`src/rtl/usb_pkg.sv`:
```
// usb_pkg: shared USB receive-path definitions.
// Holds the decoded packet class, PID codes, CRC polynomials/init/residuals
// and the fixed packet lengths (in bits, PID included).
package usb_pkg;

  // Values match the `TOKEN / DATA / HSHAKE encodings used by the host FSM.
  typedef enum logic [1:0] {
    PktNone   = 2'b00,
    PktToken  = 2'b01,
    PktData   = 2'b10,
    PktHshake = 2'b11
  } pkt_type_t;

  localparam logic [3:0] PidOut   = 4'b0001;
  localparam logic [3:0] PidIn    = 4'b1001;
  localparam logic [3:0] PidSetup = 4'b1101;
  localparam logic [3:0] PidData0 = 4'b0011;
  localparam logic [3:0] PidData1 = 4'b1011;
  localparam logic [3:0] PidAck   = 4'b0010;
  localparam logic [3:0] PidNak   = 4'b1010;
  localparam logic [3:0] PidStall = 4'b1110;

  localparam logic [15:0] Crc16Poly  = 16'h8005;
  localparam logic [15:0] Crc16Init  = 16'hFFFF;
  localparam logic [15:0] Crc16Resid = 16'h800D;
  localparam logic [4:0]  Crc5Poly   = 5'b00101;
  localparam logic [4:0]  Crc5Init   = 5'b11111;
  localparam logic [4:0]  Crc5Resid  = 5'b01100;

  localparam logic [6:0] LenHshake  = 7'd8;
  localparam logic [6:0] LenToken   = 7'd24;
  localparam logic [6:0] LenData    = 7'd88;
  localparam logic [6:0] PayloadEnd = 7'd72;  // first bit index past the 64-bit payload
  localparam logic [6:0] TokenEnd   = 7'd19;  // first bit index past the 11 token bits

endpackage

```
`src/rtl/rc_crc_lfsr.sv`:
```
// rc_crc_lfsr: serial CRC register, MSB feedback.
//   clk, rst : clock, synchronous active-high reset (loads Init)
//   clr      : reload Init (wins over en)
//   en       : shift in one bit from din
//   din      : serial data bit
//   crc      : current register contents
module rc_crc_lfsr #(
  parameter int unsigned     Width = 16,
  parameter logic [Width-1:0] Poly = '0,
  parameter logic [Width-1:0] Init = '1
) (
  input  logic             clk,
  input  logic             rst,
  input  logic             clr,
  input  logic             en,
  input  logic             din,
  output logic [Width-1:0] crc
);

  logic [Width-1:0] crc_q, crc_d;
  logic             fb;

  always_comb begin
    fb    = din ^ crc_q[Width-1];
    crc_d = crc_q;
    if (clr) begin
      crc_d = Init;
    end else if (en) begin
      crc_d = {crc_q[Width-2:0], 1'b0} ^ (fb ? Poly : '0);
    end
  end

  always_ff @(posedge clk) begin
    if (rst) crc_q <= Init;
    else     crc_q <= crc_d;
  end

  assign crc = crc_q;

endmodule

```
`src/rtl/rc_pkt_check.sv`:
```
// rc_pkt_check: receive-side USB packet checker (after the bit unstuffer).
// Captures/validates the PID, assembles the payload, checks the CRC residual
// and reports the decoded packet with error flags for one cycle on done.
// Ports:
//   clk, rst                      : clock, synchronous active-high reset
//   s_in                          : unstuffed serial bit, LSB first
//   start_decode, end_decode      : packet start / EOP pulses
//   bitUnstuff_wait               : s_in invalid this cycle (stuffed bit)
//   abort                         : drop the packet in progress, no report
//   receive_data, receive_hshake  : packet class the host expects
//   busy, done                    : packet in progress / result valid pulse
//   pkt_type, pid, data, token    : decoded result (held until next report)
//   pid_error, crc_error, len_error : status flags, valid with done
// Build option: define RC_TOKEN_RX_EN to accept token packets (CRC5 check);
// otherwise token PIDs are PID errors and token is tied to zero.
module rc_pkt_check
  import usb_pkg::*;
(
  input  logic        clk,
  input  logic        rst,
  input  logic        s_in,
  input  logic        start_decode,
  input  logic        end_decode,
  input  logic        bitUnstuff_wait,
  input  logic        abort,
  input  logic        receive_data,
  input  logic        receive_hshake,
  output logic        busy,
  output logic        done,
  output logic [1:0]  pkt_type,
  output logic [3:0]  pid,
  output logic [63:0] data,
  output logic [10:0] token,
  output logic        pid_error,
  output logic        crc_error,
  output logic        len_error
);

  typedef enum logic [2:0] {
    StIdle, StPid, StData, StHsk, StTok, StDrain, StReport
  } state_t;

  state_t      state_q, state_d, pid_next;
  logic [6:0]  bit_cnt_q;
  logic [7:0]  pid_sr_q;
  logic [3:0]  pid_cap_q;
  logic        pid_err_q;
  logic [63:0] data_sr_q;
  logic [7:0]  pid_byte;
  logic [5:0]  pay_idx;
  logic        abort_go, start_go, in_pkt, finish, consume, last_pid_bit;
  logic        crc16_en;
  logic [15:0] crc16;

  pkt_type_t   pkt_type_q, pkt_type_d;
  logic [3:0]  pid_q;
  logic [63:0] data_q;
  logic [10:0] token_q, token_d;
  logic        pid_error_q, crc_error_q, crc_error_d, len_error_q, len_error_d;

  always_comb begin
    abort_go     = abort && (state_q != StIdle);
    start_go     = start_decode && !abort_go;
    in_pkt       = state_q inside {StPid, StData, StHsk, StTok, StDrain};
    finish       = in_pkt && end_decode && !abort_go && !start_go;
    consume      = in_pkt && !bitUnstuff_wait && !end_decode && !abort_go && !start_go;
    last_pid_bit = consume && (state_q == StPid) && (bit_cnt_q == 7'd7);
    pid_byte     = {s_in, pid_sr_q[7:1]};
    pay_idx      = 6'(bit_cnt_q - LenHshake);
    crc16_en     = consume && (state_q == StData) && (bit_cnt_q < LenData);
  end

  // PID decode: both a malformed PID and a well-formed but unexpected one drain.
  always_comb begin
    pid_next = StDrain;
    if (pid_byte[7:4] == ~pid_byte[3:0]) begin
      case (pid_byte[3:0])
        PidData0, PidData1:      if (receive_data)   pid_next = StData;
        PidAck, PidNak, PidStall: if (receive_hshake) pid_next = StHsk;
`ifdef RC_TOKEN_RX_EN
        PidOut, PidIn, PidSetup: pid_next = StTok;
`endif
        default:                 pid_next = StDrain;
      endcase
    end
  end

  always_comb begin
    state_d = state_q;
    if (abort_go) begin
      state_d = StIdle;
    end else if (start_go) begin
      state_d = StPid;
    end else if (finish) begin
      state_d = StReport;
    end else begin
      case (state_q)
        StPid:    if (last_pid_bit) state_d = pid_next;
        StReport: state_d = StIdle;
        default:  state_d = state_q;
      endcase
    end
  end

  rc_crc_lfsr #(
    .Width(16),
    .Poly (Crc16Poly),
    .Init (Crc16Init)
  ) u_crc16 (
    .clk(clk),
    .rst(rst),
    .clr(start_go),
    .en (crc16_en),
    .din(s_in),
    .crc(crc16)
  );

`ifdef RC_TOKEN_RX_EN
  logic [10:0] tok_sr_q;
  logic [4:0]  crc5;
  logic [3:0]  tok_idx;
  logic        crc5_en;

  assign tok_idx = 4'(bit_cnt_q - LenHshake);
  assign crc5_en = consume && (state_q == StTok) && (bit_cnt_q < LenToken);

  rc_crc_lfsr #(
    .Width(5),
    .Poly (Crc5Poly),
    .Init (Crc5Init)
  ) u_crc5 (
    .clk(clk),
    .rst(rst),
    .clr(start_go),
    .en (crc5_en),
    .din(s_in),
    .crc(crc5)
  );

  always_ff @(posedge clk) begin
    if (rst || start_go) begin
      tok_sr_q <= '0;
    end else if (consume && (state_q == StTok) && (bit_cnt_q < TokenEnd)) begin
      tok_sr_q[tok_idx] <= s_in;
    end
  end
`endif

  // Result fields, latched on the end_decode cycle so they are stable during done.
  always_comb begin
    pkt_type_d  = PktNone;
    crc_error_d = 1'b0;
    len_error_d = 1'b0;
    token_d     = '0;
    case (state_q)
      StPid: len_error_d = 1'b1;
      StData: begin
        pkt_type_d  = PktData;
        len_error_d = (bit_cnt_q != LenData);
        crc_error_d = (crc16 != Crc16Resid);
      end
      StHsk: begin
        pkt_type_d  = PktHshake;
        len_error_d = (bit_cnt_q != LenHshake);  // any extra bit lengthens the packet
      end
`ifdef RC_TOKEN_RX_EN
      StTok: begin
        pkt_type_d  = PktToken;
        len_error_d = (bit_cnt_q != LenToken);
        crc_error_d = (crc5 != Crc5Resid);
      end
`endif
      default: pkt_type_d = PktNone;
    endcase
`ifdef RC_TOKEN_RX_EN
    token_d = tok_sr_q;
`endif
  end

  always_ff @(posedge clk) begin
    if (rst) begin
      state_q   <= StIdle;
      bit_cnt_q <= '0;
      pid_sr_q  <= '0;
      pid_cap_q <= '0;
      pid_err_q <= 1'b0;
      data_sr_q <= '0;
    end else begin
      state_q <= state_d;
      if (start_go) begin
        bit_cnt_q <= '0;
        pid_sr_q  <= '0;
        pid_cap_q <= '0;
        pid_err_q <= 1'b0;
        data_sr_q <= '0;
      end else if (consume) begin
        if (bit_cnt_q != 7'd127) bit_cnt_q <= bit_cnt_q + 7'd1;
        if (state_q == StPid) pid_sr_q <= pid_byte;
        if (last_pid_bit) begin
          pid_cap_q <= pid_byte[3:0];
          pid_err_q <= (pid_next == StDrain);
        end
        if ((state_q == StData) && (bit_cnt_q < PayloadEnd)) data_sr_q[pay_idx] <= s_in;
      end
    end
  end

  always_ff @(posedge clk) begin
    if (rst) begin
      pkt_type_q  <= PktNone;
      pid_q       <= '0;
      data_q      <= '0;
      token_q     <= '0;
      pid_error_q <= 1'b0;
      crc_error_q <= 1'b0;
      len_error_q <= 1'b0;
    end else if (finish) begin
      pkt_type_q  <= pkt_type_d;
      pid_q       <= pid_cap_q;
      data_q      <= data_sr_q;
      token_q     <= token_d;
      pid_error_q <= pid_err_q;
      crc_error_q <= crc_error_d;
      len_error_q <= len_error_d;
    end
  end

  assign busy      = (state_q != StIdle);
  assign done      = (state_q == StReport);
  assign pkt_type  = pkt_type_q;
  assign pid       = pid_q;
  assign data      = data_q;
  assign token     = token_q;
  assign pid_error = pid_error_q;
  assign crc_error = crc_error_q;
  assign len_error = len_error_q;

endmodule

```
`config.mk`:
```
export PLATFORM = sky130hd
export DESIGN_NAME = rc_pkt_check
export DESIGN_NICKNAME = d
export VERILOG_FILES = /design/src/rtl/usb_pkg.sv /design/src/rtl/rc_crc_lfsr.sv /design/src/rtl/rc_pkt_check.sv
export SDC_FILE = /design/constraint.sdc
export NUM_CORES = 1
export LEC_CHECK = 0
export ABC_AREA = 1
export CAP_MARGIN = 20
export CELL_PAD_IN_SITES_DETAIL_PLACEMENT = 1
export CELL_PAD_IN_SITES_GLOBAL_PLACEMENT = 1
export CORE_MARGIN = 2
export CORE_UTILIZATION = 43
export CTS_CLUSTER_DIAMETER = 30
export CTS_CLUSTER_SIZE = 25
export DETAILED_ROUTE_END_ITERATION = 12
export GPL_ROUTABILITY_DRIVEN = 1
export PLACE_DENSITY_LB_ADDON = 0.3
export SLEW_MARGIN = 10
export SYNTH_ARGS = -nofsm -noshare
export SYNTH_HDL_FRONTEND = slang
export SYNTH_SLANG_ARGS = --single-unit
```
`constraint.sdc`:
```
create_clock -name clk -period 2.8 [get_ports clk]
set_input_delay 0.56 -clock clk [delete_from_list [all_inputs] [get_ports clk]]
set_output_delay 0.56 -clock clk [all_outputs]
set_load 0.005 [all_outputs]
```
## Yosys cells after proc, flatten, opt, wreduce, memory -nomap -nowiden

Index checks and enable logic that the tools add are counted.
Widths: inputs -> output; s select.

| cells by class | value |
|---|---|
| add/subtract/negate cells | 2 |
| magnitude comparators | 4 |
| eq/ne operators | 20 |
| multiplexer cells | 15 |
| bitwise gates (word level) | 3 |
| reductions and logical operators | 34 |

Operator list:

| cell | number |
|---|---|
| $bwmux 64 | 1 |
| $mux 16 | 1 |
| $ne 16x16->1 const B | 1 |
| $xor 16x16->16 | 1 |
| $logic_and 1x1->1 | 15 |
| $mux 3 | 5 |
| $lt 7x7->1 const B | 2 |
| $ne 7x7->1 const B | 2 |
| $eq 3x3->1 const B | 4 |
| $eq 4x4->1 const B | 3 |
| $pmux 3 s2 | 2 |
| $reduce_and 2->1 | 6 |
| $eq 4x2->1 const B | 2 |
| $add 7x1->7 const B | 1 |
| $eq 7x3->1 const B | 1 |
| $lt 6x7->1 const B | 1 |
| $ne 7x4->1 const B | 1 |
| $demux 1 s6 | 1 |
| $eq 3x2->1 const B | 2 |
| $ge 6x1->1 const B | 1 |
| $reduce_bool 3->1 | 2 |
| $reduce_or 2->1 | 3 |
| $reduce_or 3->1 | 2 |
| $sub 6x4->6 const B | 1 |
| other kinds (12) | 17 |

| storage, ports and cells | value |
|---|---|
| flip-flop bits (word level) | 176 |
| output and inout port bits | 86 |
| word-level logic and storage cells | 92 |

## Depth between registers and ports, before layout

| depth | value |
|---|---|
| depth after elaboration | 12 |
| gate-level depth with buffers | 11 |
| depth with buffers taken out | 11 |

## Hierarchy

From an unflattened synthesis, not the netlist that was laid out.

| second synthesis, totals | value |
|---|---|
| cell total of the unflattened synthesis | 1004 |
| area total of the unflattened synthesis | 7534.7 um2 |

Modules (own cells, without submodules):

| module | times used | cells an instance | area an instance (um2) |
|---|---|---|---|
| rc_pkt_check | 1 | 923 | 6812.8 |
| rc_crc_lfsr | 1 | 81 | 721.9 |

## Worst setup path before layout

Ideal clock, no wire load.

| timing path | value |
|---|---|
| kind | register to register |
| start | register bit_cnt_q[3] |
| end | register data_sr_q[10] |
| arrival time | 1749 ps |
| required time | 2668 ps |
| path slack | 919 ps |
| cell stages (with the launch flop) | 10 |
| clock period less this slack | 1881 ps |
| cells stage by stage | dfxtp_1 -> buf_2 -> clkinv_1 -> ha_1 -> xnor2_1 -> nand3_1 -> nor2_1 -> nand3_1 -> nand2_1 -> a21oi_1 |

| on the way | value |
|---|---|
| cells in the longest elaborated chain, start to end | 6 |

RTL lines:

| item | line | text |
|---|---|---|
| start, declared | rc_pkt_check.sv:44 | `logic [6:0] bit_cnt_q;` |
| start signal, assigned | rc_pkt_check.sv:197 | `if (bit_cnt_q != 7'd127) bit_cnt_q <= bit_cnt_q + 7'd1;` |
| $sub 6x4->6 | rc_pkt_check.sv:69 | `pay_idx = 6'(bit_cnt_q - LenHshake);` |
| $lt 6x7->1 (implied by the code) / $ge 6x1->1 (equally long branches) | rc_pkt_check.sv:203 | `if ((state_q == StData) && (bit_cnt_q < PayloadEnd)) data_sr_q[pay_idx] <= s_in;` |
| $logic_and 1x1->1 (implied by the code) | rc_pkt_check.sv:203 |  |
| $mux 1 (implied by the code) | rc_pkt_check.sv:203 |  |
| $demux 1 s6 | rc_pkt_check.sv:203 |  |
| $bwmux 64 | rc_pkt_check.sv:203 |  |
| end signal, assigned by index | rc_pkt_check.sv:203 |  |
| end, declared | rc_pkt_check.sv:48 | `logic [63:0] data_sr_q;` |

Several ways; a longest one is shown, not always the timed one.
A chain may end at the register's enable or synchronous reset.

## Worst setup path after layout

| timing path | value |
|---|---|
| start | register bit_cnt_q[4] |
| end | register data_sr_q[8] |

Same word-level chain as after synthesis.

==> results.yml <==
setup_path:
  r2r_slack_ps: 300
  max_stage_delay_ps: 720
  cp_cell_sequence: "inv_1, ha_1, a21oi_1, nor2_4, buf_4, nand4_1, a21oi_1"
  rr_startpoint: "bit_cnt_q[4]"
  cpMaxStageDelayCell: "nor2_4"
  critPathRequiredTime_ps: 3160
  crit_family: "simple AND/OR/NAND/NOR gates"
  critPathLaunchType: "register"
  crit_top_cell: "a21oi_1"
  arrival_ps: 2860
  critPathKind: "register to register"
  cp-end-kind: "register"
  crit_fanout: 43
  r2r-end: "data_sr_q[8]"
  timing.critical_path.buf_inv: 2
  worst-r2r-cell-count: 7
sta:
  min_period_ps: 2499
  final-setup-viol-count: 0
  tns_ps: 0
  slew_headroom_pct: 37.96
  tightest_slew_ps: 928.3
  period_share_pct: 89.25
  drv_slew: 0
  hold_viol_final: 0
  grt_setup_unrepaired: "no"
  fin_skew_ps: 7.832
  timing.fmax_mhz: 400.2
  timing.hold.ws_ps: 456.8
power:
  cellLeakagePower_uw: 0.003048
  pwr-share-seq_pct: 47.4
  p_sw_share_pct: 22.86
  power.switching_uw: 1231
  pwr-share-clk_pct: 46.2
  combPwrFrac_pct: 6.4
  p_int_uw: 4152
  worst_ir_drop_vdd_uv: 435.2
  powerDensity_nw_per_um2: 590.0
clocking:
  cts_resized: 0
  cts_buffers: 17
  cts_tree: "done"
  ctsHoldBuffers: 0
  cts_sinks: 175
  cts_buffer_depth: 2
  cts_setup_buffers: 0
  clkTransAtPathRegs_ps: 60
  clock_latency_ps: 430
  root_buffer: "clkbuf_16"
  htree_levels: 4
route:
  dr.first_iter.drc_count: 426
  dr.pass1.iters: 4
  drc: 0
  vias: 7250
  drtAntennaViolNets: 0
  post_drt_wl_per_cell_microns: 16.17
  drt-total-wl_microns: 21310
  vias_per_cell: 5.501
outcome:
  outcome: "completed"
global_route:
  use_met2_pct: 39.86
  grt_pass1_vias: 7108
  met1_usage_pct: 29.99
  antenna_found_initial: 0
  globalRouteOverflowTotal: 0
  use_met3_pct: 3.407
  top_usage_layer: "met2"
  grt_pass1_wl_microns: 35000
  grt_use_total_pct: 23.27
  grt_max_degree: 82
synth:
  yosys_warnings: 0
  synth.distinct_cells: 33
  synth_top_area_share_pct: 46.01
  syn_avg_cell_area_sq_um: 7.343
  synth_seq_cells: 175
  synthCells: 1037
  synthesis.area_sq_um: 7615
  seq_area_frac_synth_pct: 46.01
  synth_largest_area_cell: "dfxtp_1"
  synth_area_leaders: "dfxtp_1 46%, nor2_1 11%, nand3_1 7.4%"
floorplan:
  die_h_microns: 137.1
  die-area_sq_um: 18790
  rows: 48
  die_w_microns: 137.1
  ios: 95
  core_sq_um: 17300
  initial_core_util_pct: 44.02
min_path:
  hold_path_end: "u_crc16.crc[6]"
  hold_class: "register to register"
  min_from: "u_crc16.crc[6]"
  whs_path_depth: 2
run:
  max-cap-violations: 0
placement:
  place_congestion: 0.8556
  hpwlAfterDp_microns: 13360
  portBuffers: 83
finish:
  antenna_cells: 0
  fin_nets: 1093
  area_growth_pct: 19.80
  drive_above_1_share_pct: 5.764
  nFillCells: 2185
cells by family after synthesis:
family                   Yosys count  share of synthesized area, %
AO/OA/AOI/OAI                    174                         11.53
XOR/XNOR                          12                         1.380
adder cells (fa/ha/maj)            4                        0.6573
buffers and inverters            118                         7.837
flip-flops                       175                         46.01
other                              1                       0.04925
AND/OR/NAND/NOR                  553                         32.53
cells in the final DEF (no fill, tap or decap), types with 7 or more instances in the layout:
master           instances
nor2_1                 225
dfxtp_1                175
nand2_1                115
nand3_1                113
a21oi_1                 89
nand4_1                 83
clkdlybuf4s50_1         82
o21ai_0                 81
inv_1                   26
clkbuf_16               17
buf_4                   14
conb_1                  11
xnor2_1                  7
power by group through the flow:
stage | clock, uW | sequential, uW | combinational [uW]
finish | 2490 | 2550 | 344
global route | 2620 | 2560 | 386
CTS | 2510 | 2550 | 348
detailed placement | 0 | 2610 | 345
global placement | 0 | 2610 | 338
floorplan | 0 | 2610 | 203
per-layer routing:
| layer | vias to the layer above | wire length (microns) |
|---|---|---|
| met3 | 29 | 633 |
| li1 | 3574 | - |
| met2 | 124 | 10570 |
| met5 | - | 0 |
| met1 | 3523 | 9680 |
| met4 | 0 | 426 |
metrics by stage:
step           utilization (%)  worst slack, ps  instance area, sq um  instances  power, uW
2_1_floorplan                -            918.6                  7652       1047       2813
4_1_cts                  52.74            326.1                  9123       1318       5416
6_report                 52.74            301.0                  9123       1318       5383
5_1_grt                  52.74            73.60                  9123       1318       5558
3_5_place_dp             49.21            287.2                  8512       1286       2956
3_3_place_gp             49.21            355.7                  8512       1286       2947
cell usage after synthesis:
cell	instances
o21ai_0	81
inv_2	1
nand2_4	3
buf_4	13
dfxtp_1	175
xnor2_1	7
nor3_2	1
o22ai_1	1
clkbuf_1	42
nand3_1	113
nand2_2	1
conb_1	1
nor3_1	2
nor2_2	2
buf_1	8
and2_1	1
nand3b_1	1
xor2_1	5
o211ai_1	1
clkinv_1	1
ha_1	4
nor2_1	226
nor4_1	2
buf_6	10
a31oi_1	1
nand4_1	83
buf_8	1
nand2_1	117
buf_2	15
inv_1	27
o31ai_1	1
a21oi_1	89
or2_2	1
state kept, by name, summed over array words and instances, names as in the netlist:
signal	count
pid_err_q	1
pid_sr_q	7
state_q	3
data	64
pkt_type	2
crc_error	1
pid_error	1
data_sr_q	64
u_crc16.crc	16
pid	4
pid_cap_q	4
len_error	1
bit_cnt_q	7
tightest hold or removal path, delay by kind of cell (launching register included):
kind / cells / cell delay, ps
simple gates: 2 / 110
flops: 1 / 310
worst max path at each step:
| stage | start | endpoint | slack, ps | depth (start not counted) |
|---|---|---|---|---|
| global route | bit_cnt_q[4] | data_sr_q[8] | 70 | 7 |
| floorplan | bit_cnt_q[3] | data_sr_q[10] | 920 | 9 |
| global placement | end_decode | data_sr_q[18] | 360 | 8 |
| detailed placement | abort | data_sr_q[17] | 290 | 9 |
| finish | bit_cnt_q[4] | data_sr_q[8] | 300 | 7 |
| CTS | bit_cnt_q[4] | data_sr_q[8] | 330 | 7 |
area by class of cell:
cell class                      count  area (sq um)  share of cell area, %
Clock inverter                      8         128.9                  1.413
Clock buffer                       24         481.7                  5.280
Tap cell                          225         281.5                  3.086
Inverter                           29         108.9                  1.193
Multi-Input combinational cell    754          3567                  39.10
Sequential cell                   175          3503                  38.40
Timing Repair Buffer              103          1051                  11.52
Note: power is estimated with default switching activity, not from simulation.
